## src/rtl/pci_target_burst_if.sv

```systemverilog
// PCI target-side bus bundle: sampled inputs from the pad wrappers plus target drive values
// and output enables.
interface pci_target_burst_if;
    logic [31:0] AD_I;
    logic [31:0] AD_O;
    logic        OE_AD_N;
    logic [3:0]  CBE_I_N;
    logic        PAR_O;
    logic        OE_PAR_N;
    logic        FRAME_I_N;
    logic        IRDY_I_N;
    logic        IDSEL_I;
    logic        DEVSEL_O_N;
    logic        TRDY_O_N;
    logic        STOP_O_N;
    logic        OE_DEVSEL_N;
    logic        OE_TRDY_N;
    logic        OE_STOP_N;

    modport slave (
        input  AD_I, CBE_I_N, FRAME_I_N, IRDY_I_N, IDSEL_I,
        output AD_O, OE_AD_N, PAR_O, OE_PAR_N, DEVSEL_O_N, TRDY_O_N, STOP_O_N,
               OE_DEVSEL_N, OE_TRDY_N, OE_STOP_N
    );

    modport master (
        output AD_I, CBE_I_N, FRAME_I_N, IRDY_I_N, IDSEL_I,
        input  AD_O, OE_AD_N, PAR_O, OE_PAR_N, DEVSEL_O_N, TRDY_O_N, STOP_O_N,
               OE_DEVSEL_N, OE_TRDY_N, OE_STOP_N
    );
endinterface

```

## src/rtl/pci_target_burst.sv

```systemverilog
// 33 MHz PCI target: Type-0 config space, IO BAR, prefetchable MEM BAR with linear bursts,
// byte-masked writes, disconnect at window end / burst limit, and a user read port into MEM.
module pci_target_burst #(
    parameter int          IO_WINDOW_BITS  = 4,
    parameter int          MEM_WINDOW_BITS = 8,
    parameter int          MAX_BURST       = 16,
    parameter logic [15:0] CFG_DEVICE      = 16'h0301,
    parameter logic [15:0] CFG_VENDOR      = 16'h10ee,
    parameter logic [15:0] CFG_CC          = 16'h0b40,
    parameter logic [15:0] CFG_REVISION    = 16'h0001
) (
    input  logic                       CLK,
    input  logic                       RST,
    pci_target_burst_if.slave          bus,
    input  logic [MEM_WINDOW_BITS-3:0] USR_ADDR,
    output logic [31:0]                USR_RDATA,
    output logic                       USR_WR,
    output logic [MEM_WINDOW_BITS-3:0] USR_WADDR
);
    localparam int MI   = MEM_WINDOW_BITS - 2;
    localparam int IOI  = IO_WINDOW_BITS - 2;
    localparam int IDXW = (MI > 6) ? MI : 6;
    localparam int BW   = $clog2(MAX_BURST + 1);
    localparam int NIO  = 2 ** IOI;
    localparam int NMEM = 2 ** MI;

    typedef enum logic [2:0] {S_IDLE, S_DEVSEL, S_XFER, S_STOP, S_TURN} state_t;
    typedef enum logic [1:0] {T_CFG, T_IO, T_MEM} acc_t;

    state_t r_state, w_next_state;
    acc_t   r_type;
    logic [IDXW-1:0] r_idx, w_next_idx;
    logic [BW-1:0]   r_bcnt;
    logic            r_rd, r_misal;
    logic            r_io_en, r_mem_en, r_intdis;
    logic [7:0]      r_intline;
    logic [31:IO_WINDOW_BITS]  r_bar0;
    logic [31:MEM_WINDOW_BITS] r_bar1;
    logic [31:0] r_io [NIO];
    logic [31:0] r_mem [NMEM];
    logic [31:0] r_ad, r_usr_rdata;
    logic        r_par, r_oe_par_n, r_usr_wr;
    logic [MI-1:0] r_usr_waddr;

    logic w_cfg_hit, w_io_hit, w_mem_hit, w_hit, w_done, w_wr, w_last;
    logic w_devsel_n, w_trdy_n, w_stop_n, w_oe_ctl_n, w_oe_ad_n;
    logic [31:0] w_rdata, w_cfg_rdata, w_wmerge_io, w_wmerge_mem, w_bar0_m, w_bar1_m;

    function automatic logic [31:0] f_merge(input logic [31:0] o, input logic [31:0] n,
                                            input logic [3:0] be_n);
        logic [31:0] v;
        for (int b = 0; b < 4; b++) v[8*b +: 8] = be_n[b] ? o[8*b +: 8] : n[8*b +: 8];
        return v;
    endfunction

    assign w_cfg_hit = bus.IDSEL_I && (bus.CBE_I_N[3:1] == 3'b101) &&
                       (bus.AD_I[1:0] == 2'b00) && (bus.AD_I[10:8] == 3'b000);
    assign w_io_hit  = (bus.CBE_I_N[3:1] == 3'b001) && r_io_en &&
                       (bus.AD_I[31:IO_WINDOW_BITS] == r_bar0) && (bus.AD_I[1:0] == 2'b00);
    assign w_mem_hit = (bus.CBE_I_N[3:1] == 3'b011) && r_mem_en &&
                       (bus.AD_I[31:MEM_WINDOW_BITS] == r_bar1);
    assign w_hit     = (r_state == S_IDLE) && !bus.FRAME_I_N && (w_cfg_hit || w_io_hit || w_mem_hit);

    assign w_done     = (r_state == S_XFER) && !bus.IRDY_I_N;
    assign w_wr       = w_done && !r_rd;
    assign w_next_idx = r_idx + {{(IDXW-1){1'b0}}, w_done};
    // Cfg/IO are single-phase; MEM stops at the window end so the index never wraps.
    assign w_last = (r_type != T_MEM) || (r_idx[MI-1:0] == {MI{1'b1}}) ||
                    (r_bcnt == BW'(MAX_BURST - 1)) || r_misal;

    assign w_wmerge_io  = f_merge(r_io[r_idx[IOI-1:0]], bus.AD_I, bus.CBE_I_N);
    assign w_wmerge_mem = f_merge(r_mem[r_idx[MI-1:0]], bus.AD_I, bus.CBE_I_N);
    assign w_bar0_m     = f_merge({r_bar0, {IO_WINDOW_BITS{1'b0}}}, bus.AD_I, bus.CBE_I_N);
    assign w_bar1_m     = f_merge({r_bar1, {MEM_WINDOW_BITS{1'b0}}}, bus.AD_I, bus.CBE_I_N);

    always_comb begin
        w_cfg_rdata = '0;
        case (w_next_idx[5:0])
            6'd0:  w_cfg_rdata = {CFG_DEVICE, CFG_VENDOR};
            6'd1:  w_cfg_rdata = {16'h0400, 5'b0, r_intdis, 8'b0, r_mem_en, r_io_en};
            6'd2:  w_cfg_rdata = {CFG_CC, CFG_REVISION};
            6'd4:  w_cfg_rdata = {r_bar0, {(IO_WINDOW_BITS-1){1'b0}}, 1'b1};
            6'd5:  w_cfg_rdata = {r_bar1, {(MEM_WINDOW_BITS-4){1'b0}}, 4'b1000};
            6'd15: w_cfg_rdata = {16'h0000, 8'h01, r_intline};
            default: w_cfg_rdata = '0;
        endcase
        case (r_type)
            T_IO:    w_rdata = r_io[w_next_idx[IOI-1:0]];
            T_MEM:   w_rdata = r_mem[w_next_idx[MI-1:0]];
            default: w_rdata = w_cfg_rdata;
        endcase
    end

    always_ff @(posedge CLK) begin
        if (RST) r_state <= S_IDLE;
        else     r_state <= w_next_state;
    end

    always_comb begin
        w_next_state = r_state;
        w_devsel_n   = 1'b1;
        w_trdy_n     = 1'b1;
        w_stop_n     = 1'b1;
        w_oe_ctl_n   = 1'b1;
        w_oe_ad_n    = 1'b1;
        case (r_state)
            S_IDLE: if (w_hit) w_next_state = S_DEVSEL;
            S_DEVSEL: begin
                w_devsel_n   = 1'b0;
                w_oe_ctl_n   = 1'b0;
                w_oe_ad_n    = !r_rd;
                w_next_state = S_XFER;
            end
            S_XFER: begin
                w_devsel_n = 1'b0;
                w_trdy_n   = 1'b0;
                w_stop_n   = !w_last;
                w_oe_ctl_n = 1'b0;
                w_oe_ad_n  = !r_rd;
                if (w_done) begin
                    if (bus.FRAME_I_N) w_next_state = S_TURN;
                    else if (w_last)   w_next_state = S_STOP;
                end
            end
            S_STOP: begin
                w_devsel_n = 1'b0;
                w_stop_n   = 1'b0;
                w_oe_ctl_n = 1'b0;
                if (bus.FRAME_I_N) w_next_state = S_TURN;
            end
            S_TURN: begin
                w_oe_ctl_n   = 1'b0;
                w_next_state = S_IDLE;
            end
            default: w_next_state = S_IDLE;
        endcase
    end

    always_ff @(posedge CLK) begin
        if (RST) begin
            r_type      <= T_CFG;
            r_idx       <= '0;
            r_bcnt      <= '0;
            r_rd        <= 1'b0;
            r_misal     <= 1'b0;
            r_io_en     <= 1'b0;
            r_mem_en    <= 1'b0;
            r_intdis    <= 1'b0;
            r_intline   <= '0;
            r_bar0      <= '0;
            r_bar1      <= '0;
            r_ad        <= '0;
            r_par       <= 1'b0;
            r_oe_par_n  <= 1'b1;
            r_usr_wr    <= 1'b0;
            r_usr_waddr <= '0;
            r_usr_rdata <= '0;
            for (int k = 0; k < NIO; k++) r_io[k] <= '0;
        end else begin
            r_par       <= ^{r_ad, bus.CBE_I_N};
            r_oe_par_n  <= w_oe_ad_n;
            r_usr_rdata <= r_mem[USR_ADDR];
            r_usr_wr    <= w_wr && (r_type == T_MEM);
            r_usr_waddr <= r_idx[MI-1:0];
            if (r_state == S_DEVSEL || r_state == S_XFER) r_ad <= w_rdata;
            if (w_hit) begin
                r_rd    <= !bus.CBE_I_N[0];
                r_bcnt  <= '0;
                r_misal <= 1'b0;
                if (w_cfg_hit) begin
                    r_type <= T_CFG;
                    r_idx  <= IDXW'(bus.AD_I[7:2]);
                end else if (w_io_hit) begin
                    r_type <= T_IO;
                    r_idx  <= IDXW'(bus.AD_I[IO_WINDOW_BITS-1:2]);
                end else begin
                    r_type  <= T_MEM;
                    r_idx   <= IDXW'(bus.AD_I[MEM_WINDOW_BITS-1:2]);
                    r_misal <= (bus.AD_I[1:0] != 2'b00);
                end
            end
            if (w_done) begin
                r_idx  <= w_next_idx;
                r_bcnt <= r_bcnt + 1'b1;
            end
            if (w_wr && r_type == T_IO) r_io[r_idx[IOI-1:0]] <= w_wmerge_io;
            if (w_wr && r_type == T_CFG) begin
                case (r_idx[5:0])
                    6'd1: begin
                        if (!bus.CBE_I_N[0]) {r_mem_en, r_io_en} <= bus.AD_I[1:0];
                        if (!bus.CBE_I_N[1]) r_intdis <= bus.AD_I[10];
                    end
                    6'd4:  r_bar0 <= w_bar0_m[31:IO_WINDOW_BITS];
                    6'd5:  r_bar1 <= w_bar1_m[31:MEM_WINDOW_BITS];
                    6'd15: if (!bus.CBE_I_N[0]) r_intline <= bus.AD_I[7:0];
                    default: ;
                endcase
            end
        end
    end

    // MEM array is deliberately outside the reset domain; reset only blocks writes.
    always_ff @(posedge CLK) begin
        if (!RST && w_wr && r_type == T_MEM) r_mem[r_idx[MI-1:0]] <= w_wmerge_mem;
    end

    assign bus.AD_O        = r_ad;
    assign bus.OE_AD_N     = w_oe_ad_n;
    assign bus.PAR_O       = r_par;
    assign bus.OE_PAR_N    = r_oe_par_n;
    assign bus.DEVSEL_O_N  = w_devsel_n;
    assign bus.TRDY_O_N    = w_trdy_n;
    assign bus.STOP_O_N    = w_stop_n;
    assign bus.OE_DEVSEL_N = w_oe_ctl_n;
    assign bus.OE_TRDY_N   = w_oe_ctl_n;
    assign bus.OE_STOP_N   = w_oe_ctl_n;
    assign USR_RDATA       = r_usr_rdata;
    assign USR_WR          = r_usr_wr;
    assign USR_WADDR       = r_usr_waddr;
endmodule

```

## src/flat_wrapper.sv

```systemverilog
// flat-port wrapper written by rule: the top's interface ports become plain ports
module pci_target_burst_flat 
#(
    parameter int          IO_WINDOW_BITS  = 4,
    parameter int          MEM_WINDOW_BITS = 8,
    parameter int          MAX_BURST       = 16,
    parameter logic [15:0] CFG_DEVICE      = 16'h0301,
    parameter logic [15:0] CFG_VENDOR      = 16'h10ee,
    parameter logic [15:0] CFG_CC          = 16'h0b40,
    parameter logic [15:0] CFG_REVISION    = 16'h0001
)
  (CLK, RST, USR_ADDR, USR_RDATA, USR_WR, USR_WADDR, bus_AD_I, bus_CBE_I_N, bus_FRAME_I_N, bus_IRDY_I_N, bus_IDSEL_I, bus_AD_O, bus_OE_AD_N, bus_PAR_O, bus_OE_PAR_N, bus_DEVSEL_O_N, bus_TRDY_O_N, bus_STOP_O_N, bus_OE_DEVSEL_N, bus_OE_TRDY_N, bus_OE_STOP_N);
  pci_target_burst_if bus_i ();
  input  logic CLK;
  input  logic RST;
  input  logic [MEM_WINDOW_BITS-3:0] USR_ADDR;
  output logic [31:0] USR_RDATA;
  output logic USR_WR;
  output logic [MEM_WINDOW_BITS-3:0] USR_WADDR;
  input wire logic [$bits(bus_i.AD_I)-1:0] bus_AD_I;
  input wire logic [$bits(bus_i.CBE_I_N)-1:0] bus_CBE_I_N;
  input wire logic [$bits(bus_i.FRAME_I_N)-1:0] bus_FRAME_I_N;
  input wire logic [$bits(bus_i.IRDY_I_N)-1:0] bus_IRDY_I_N;
  input wire logic [$bits(bus_i.IDSEL_I)-1:0] bus_IDSEL_I;
  output wire logic [$bits(bus_i.AD_O)-1:0] bus_AD_O;
  output wire logic [$bits(bus_i.OE_AD_N)-1:0] bus_OE_AD_N;
  output wire logic [$bits(bus_i.PAR_O)-1:0] bus_PAR_O;
  output wire logic [$bits(bus_i.OE_PAR_N)-1:0] bus_OE_PAR_N;
  output wire logic [$bits(bus_i.DEVSEL_O_N)-1:0] bus_DEVSEL_O_N;
  output wire logic [$bits(bus_i.TRDY_O_N)-1:0] bus_TRDY_O_N;
  output wire logic [$bits(bus_i.STOP_O_N)-1:0] bus_STOP_O_N;
  output wire logic [$bits(bus_i.OE_DEVSEL_N)-1:0] bus_OE_DEVSEL_N;
  output wire logic [$bits(bus_i.OE_TRDY_N)-1:0] bus_OE_TRDY_N;
  output wire logic [$bits(bus_i.OE_STOP_N)-1:0] bus_OE_STOP_N;
  assign bus_i.AD_I = bus_AD_I;
  assign bus_i.CBE_I_N = bus_CBE_I_N;
  assign bus_i.FRAME_I_N = bus_FRAME_I_N;
  assign bus_i.IRDY_I_N = bus_IRDY_I_N;
  assign bus_i.IDSEL_I = bus_IDSEL_I;
  assign bus_AD_O = bus_i.AD_O;
  assign bus_OE_AD_N = bus_i.OE_AD_N;
  assign bus_PAR_O = bus_i.PAR_O;
  assign bus_OE_PAR_N = bus_i.OE_PAR_N;
  assign bus_DEVSEL_O_N = bus_i.DEVSEL_O_N;
  assign bus_TRDY_O_N = bus_i.TRDY_O_N;
  assign bus_STOP_O_N = bus_i.STOP_O_N;
  assign bus_OE_DEVSEL_N = bus_i.OE_DEVSEL_N;
  assign bus_OE_TRDY_N = bus_i.OE_TRDY_N;
  assign bus_OE_STOP_N = bus_i.OE_STOP_N;
  pci_target_burst #(.IO_WINDOW_BITS(IO_WINDOW_BITS), .MEM_WINDOW_BITS(MEM_WINDOW_BITS), .MAX_BURST(MAX_BURST), .CFG_DEVICE(CFG_DEVICE), .CFG_VENDOR(CFG_VENDOR), .CFG_CC(CFG_CC), .CFG_REVISION(CFG_REVISION)) u_core (.CLK(CLK), .RST(RST), .bus(bus_i), .USR_ADDR(USR_ADDR), .USR_RDATA(USR_RDATA), .USR_WR(USR_WR), .USR_WADDR(USR_WADDR));
endmodule
```

## config.mk

```make
export PLATFORM = sky130hd
export DESIGN_NAME = pci_target_burst_flat
export DESIGN_NICKNAME = d
export VERILOG_FILES = /design/src/rtl/pci_target_burst_if.sv /design/src/rtl/pci_target_burst.sv /design/src/flat_wrapper.sv
export SDC_FILE = /design/constraint.sdc
export NUM_CORES = 2
export LEC_CHECK = 0
export BUFFER_PORTS_ARGS = -buffer_cell sky130_fd_sc_hd__buf_4
export CORE_MARGIN = 4
export CORE_UTILIZATION = 30
export CTS_CLUSTER_SIZE = 24
export DETAILED_ROUTE_END_ITERATION = 12
export HOLD_SLACK_MARGIN = 0.06
export REMOVE_ABC_BUFFERS = 1
export SYNTH_ARGS = -nofsm -noshare
export SYNTH_HDL_FRONTEND = slang
export SYNTH_SLANG_ARGS = --single-unit
```

## constraint.sdc

```tcl
create_clock -name CLK -period 5.2 [get_ports CLK]
set_input_delay 0.26 -clock CLK [delete_from_list [all_inputs] [get_ports CLK]]
set_output_delay 0.26 -clock CLK [all_outputs]
set_load 0.005 [all_outputs]
```

==> run_results.csv <==
group,metric,value,unit
power_and_ir_drop,power.leakage,37.8,nW
clock_network,clock_path_buffers,4,
sta,period_share,88.3,%
sta,slew_headroom,14.9,%
logic_synthesis,netlist_instances,5704,
routing,vias_per_cell,5.71,
layout,num-fill-cells,33300,
logic_synthesis,ys_types,74,
layout,layout_commonest_cell,"edfxtp_1",
logic_synthesis,async_flop_share,0,%
worst_hold_path,hp-start,"USR_ADDR[5]",
logic_synthesis,synth_area_per_cell,19.0,um2
die,die-area,370000,um2
layout,area_growth,15.5,%
routing,final_antenna_net_count,0,
die,num_rows,220,
placement,place_congestion,0.907,
global_routing,grt_usage,19.4,%
sta,hold_ws,133,ps
layout,mostFrequentLayoutCells,"2176 x edfxtp_1, 1262 x mux4_2, 505 x nor2_1",
layout,drive_gt1_share,33.6,%
clock_network,post_cts_buffers,0,
worst_hold_path,hold_end,"u_core.USR_RDATA[24]",
layout,final_core_util,34.8,%
logic_synthesis,ys_ff_latch,2330,
placement,io_buffers,126,
worst_setup_path,path_buf_inv,3,
sta,worst_slew_pin_slew,1270,ps
sta,fin_crit,4590,ps
clock_network,ctsResizeCount,0,
sta,slew_violations,0,
layout,finalInstanceArea,125000,um2
sta,hold_viol,0,
routing,vias,62800,
worst_setup_path,cp_slowest_cell,"or4b_1",
placement,place_inst,10500,
job,drv_cap,0,
sta,setup_violations,0,
worst_hold_path,hold_path.class,"input port to register",
routing,routed_wl,368000,um
clock_network,cts_sinks,2330,
global_routing,overflow,0,
die,coreArea,359000,um2
routing,drt-initial-drc-count,9121,
clock_network,cts_max_level,5,
worst_setup_path,path_depth,12,
worst_setup_path,cpPeakStageDelay,620,ps
die,die_h,609,um
placement,postPlaceCellArea,116000,um2
sta,fmax,218,MHz
run_status,status,"completed",
worst_hold_path,min_path_cells,2,
power_and_ir_drop,vdd_drop_max,0.000265,V
worst_setup_path,cp.required,6080,ps
die,start_util,30.1,%
worst_setup_path,reg2reg_to,"u_core.bus.AD_O[23]",
worst_setup_path,rrSetupSlack,610,ps
placement,dp_hpwl,240000,um
clock_network,cts_made_buffers,274,
logic_synthesis,mappedNetlistArea,108000,um2
clock_network,clk_latency,940,ps
worst_setup_path,cp_cell_sequence,"or4b_1 -> inv_2 -> ha_4 -> ha_4 -> buf_12 -> buf_12 -> mux4_2 -> nand2_1 -> a32oi_1 -> nand4_1 -> a31oi_1 -> a21o_1",
worst_setup_path,worst_setup_path_end_kind,"register",
routing,wire_per_inst,33.5,um
sta,grt_setup_unrepaired,"false",
clock_network,root_buffer,"clkbuf_16",
worst_setup_path,cp_top_family,"compound AO/OA/AOI/OAI gates",
worst_setup_path,reg2reg_from,"u_core.r_state[2]",
routing,drt_first_pass_iters,9,
die,pin_count,127,
clock_network,path_clk_slew,60,ps
logic_synthesis,yosys_warnings,0,
layout,final_cell_count_no_fill,11000,
sta,skew,53.2,ps
global_routing,grt_pass1_vias,63300,
global_routing,grt_antenna_before_repair,43,
worst_setup_path,critical_path.max_fanout,43,
worst_setup_path,worstSetupPathType,"register to register",
power_and_ir_drop,cellPowerDensity,328,nW/um2
layout,final_nets,6045,
worst_setup_path,reg2regPathDepth,12,
power_and_ir_drop,power,41.0,mW
routing,remaining_drc_errors,0,
worst_setup_path,cp-start-kind,"register",
global_routing,grt_max_degree,111,
global_routing,grt_pass1_wl,509000,um
logic_synthesis,synth_ff_type,"edfxtp_1",
clock_network,tritoncts,"done",
logic_synthesis,seq_area_frac_synth,63.2,%
die,dieWidth,609,um
logic_synthesis,synth_edf_count,2176,
worst_setup_path,critPathArrivalTime,5470,ps
-- report_power, final --
part,leakage (nW),internal [mW],switching [mW],total [mW]
sequential,20.9,20.5,0.0282,20.6
clock,4.11,11.0,7.60,18.6
combinational,12.9,0.740,1.14,1.88
total,37.8,32.3,8.76,41.0
-- Yosys cell counts, drive strengths merged (7+ instances only) --
| cell | n | area, um2 |
|---|---|---|
| o21bai | 10 | 75.1 |
| dfxtp | 154 | 3080 |
| a211oi | 42 | 320 |
| xor2 | 25 | 226 |
| nand3 | 42 | 210 |
| mux4 | 1262 | 28400 |
| mux2i | 144 | 1440 |
| nor2 | 509 | 1930 |
| nor2b | 40 | 250 |
| and2 | 9 | 56.3 |
| inv | 46 | 173 |
| xnor2 | 70 | 621 |
| and3 | 13 | 81.3 |
| a22oi | 17 | 128 |
| nand4 | 41 | 257 |
| nor4 | 7 | 50.1 |
| edfxtp | 2176 | 65300 |
| clkbuf | 222 | 833 |
| a31oi | 31 | 194 |
| a32oi | 50 | 438 |
| a21oi | 35 | 175 |
| ha | 7 | 87.6 |
| o21ai | 35 | 175 |
| a21o | 20 | 150 |
| nand2 | 334 | 1260 |
| nand2b | 25 | 156 |
| a221oi | 15 | 131 |
| nor3 | 24 | 154 |
| buf | 221 | 1120 |
-- sequential cells by signal (all words and copies together), names as in the netlist, 2 cells and up --
| register | cells |
|---|---|
| u_core.r_bar0 | 28 |
| u_core.r_mem | 2048 |
| u_core.r_bar1 | 24 |
| u_core.bus.AD_O | 32 |
| u_core.r_state | 3 |
| u_core.r_bcnt | 5 |
| u_core.r_type | 2 |
| u_core.USR_RDATA | 32 |
| u_core.r_intline | 8 |
| u_core.USR_WADDR | 6 |
| u_core.r_idx | 6 |
| u_core.r_io | 128 |
-- worst max path at each step --
stage	startpoint	endpoint	slack, ps
after floorplan	u_core.r_state[1]	u_core.bus.AD_O[30]	-19390
after global placement	u_core.r_state[2]	u_core.bus.AD_O[30]	270
after detailed placement	u_core.r_state[2]	u_core.bus.AD_O[23]	800
after CTS	u_core.r_state[2]	u_core.bus.AD_O[23]	790
after global routing	u_core.r_state[2]	u_core.bus.AD_O[23]	590
final	u_core.r_state[2]	u_core.bus.AD_O[23]	610
-- timing repair --
action / in CTS / in global routing
hold buffers: 33 / 0
hold endpoints to repair: 938 / 0
setup endpoints to repair: 0 / 0
-- logic make-up after synthesis --
group                    share of synthesized area [%]
adder cells (fa/ha/maj)                         0.0809
buffers and inverters                             1.97
multiplexers                                      27.6
AND/OR/NAND/NOR                                   4.38
flip-flops                                        63.2
AO/OA/AOI/OAI                                     1.93
XOR/XNOR                                         0.783
-- metal layers --
metal	GRT usage [%]	wire [um]	vias up	part of all wire (%)
met5	0	233	-	0.063
met4	9.93	20600	34	5.6
met3	4.73	34500	703	9.4
met2	31.0	177000	3710	48
met1	24.4	136000	33800	37
li1	-	-	24500	-
-- worst register-to-register path: stages, from the launching register on --
cell	delay, ps
dfxtp_1	430
or4b_1	620
inv_2	190
ha_4	200
ha_4	590
buf_12	340
buf_12	440
mux4_2	290
nand2_1	60
a32oi_1	560
nand4_1	300
a31oi_1	400
a21o_1	130
-- metrics by stage --
stage | worst slack [ps] | TNS (ps)
final | 611 | 0
after global routing | 587 | 0
after CTS | 787 | 0
after detailed placement | 797 | 0
after global placement | 274 | 0
after floorplan | -19390 | -612940
-- final cells by class --
| type | instances | area (um2) | area share (%) |
|---|---|---|---|
| Multi-Input combinational cell | 2885 | 37800 | 30.3 |
| Tap cell | 4773 | 5970 | 4.78 |
| Clock inverter | 119 | 1120 | 0.896 |
| Sequential cell | 2330 | 68400 | 54.8 |
| Clock buffer | 347 | 7330 | 5.86 |
| Antenna cell | 28 | 70.1 | 0.0561 |
| Inverter | 46 | 173 | 0.138 |
| Timing Repair Buffer | 454 | 4030 | 3.23 |
Note: power is estimated with default switching activity, not from simulation.
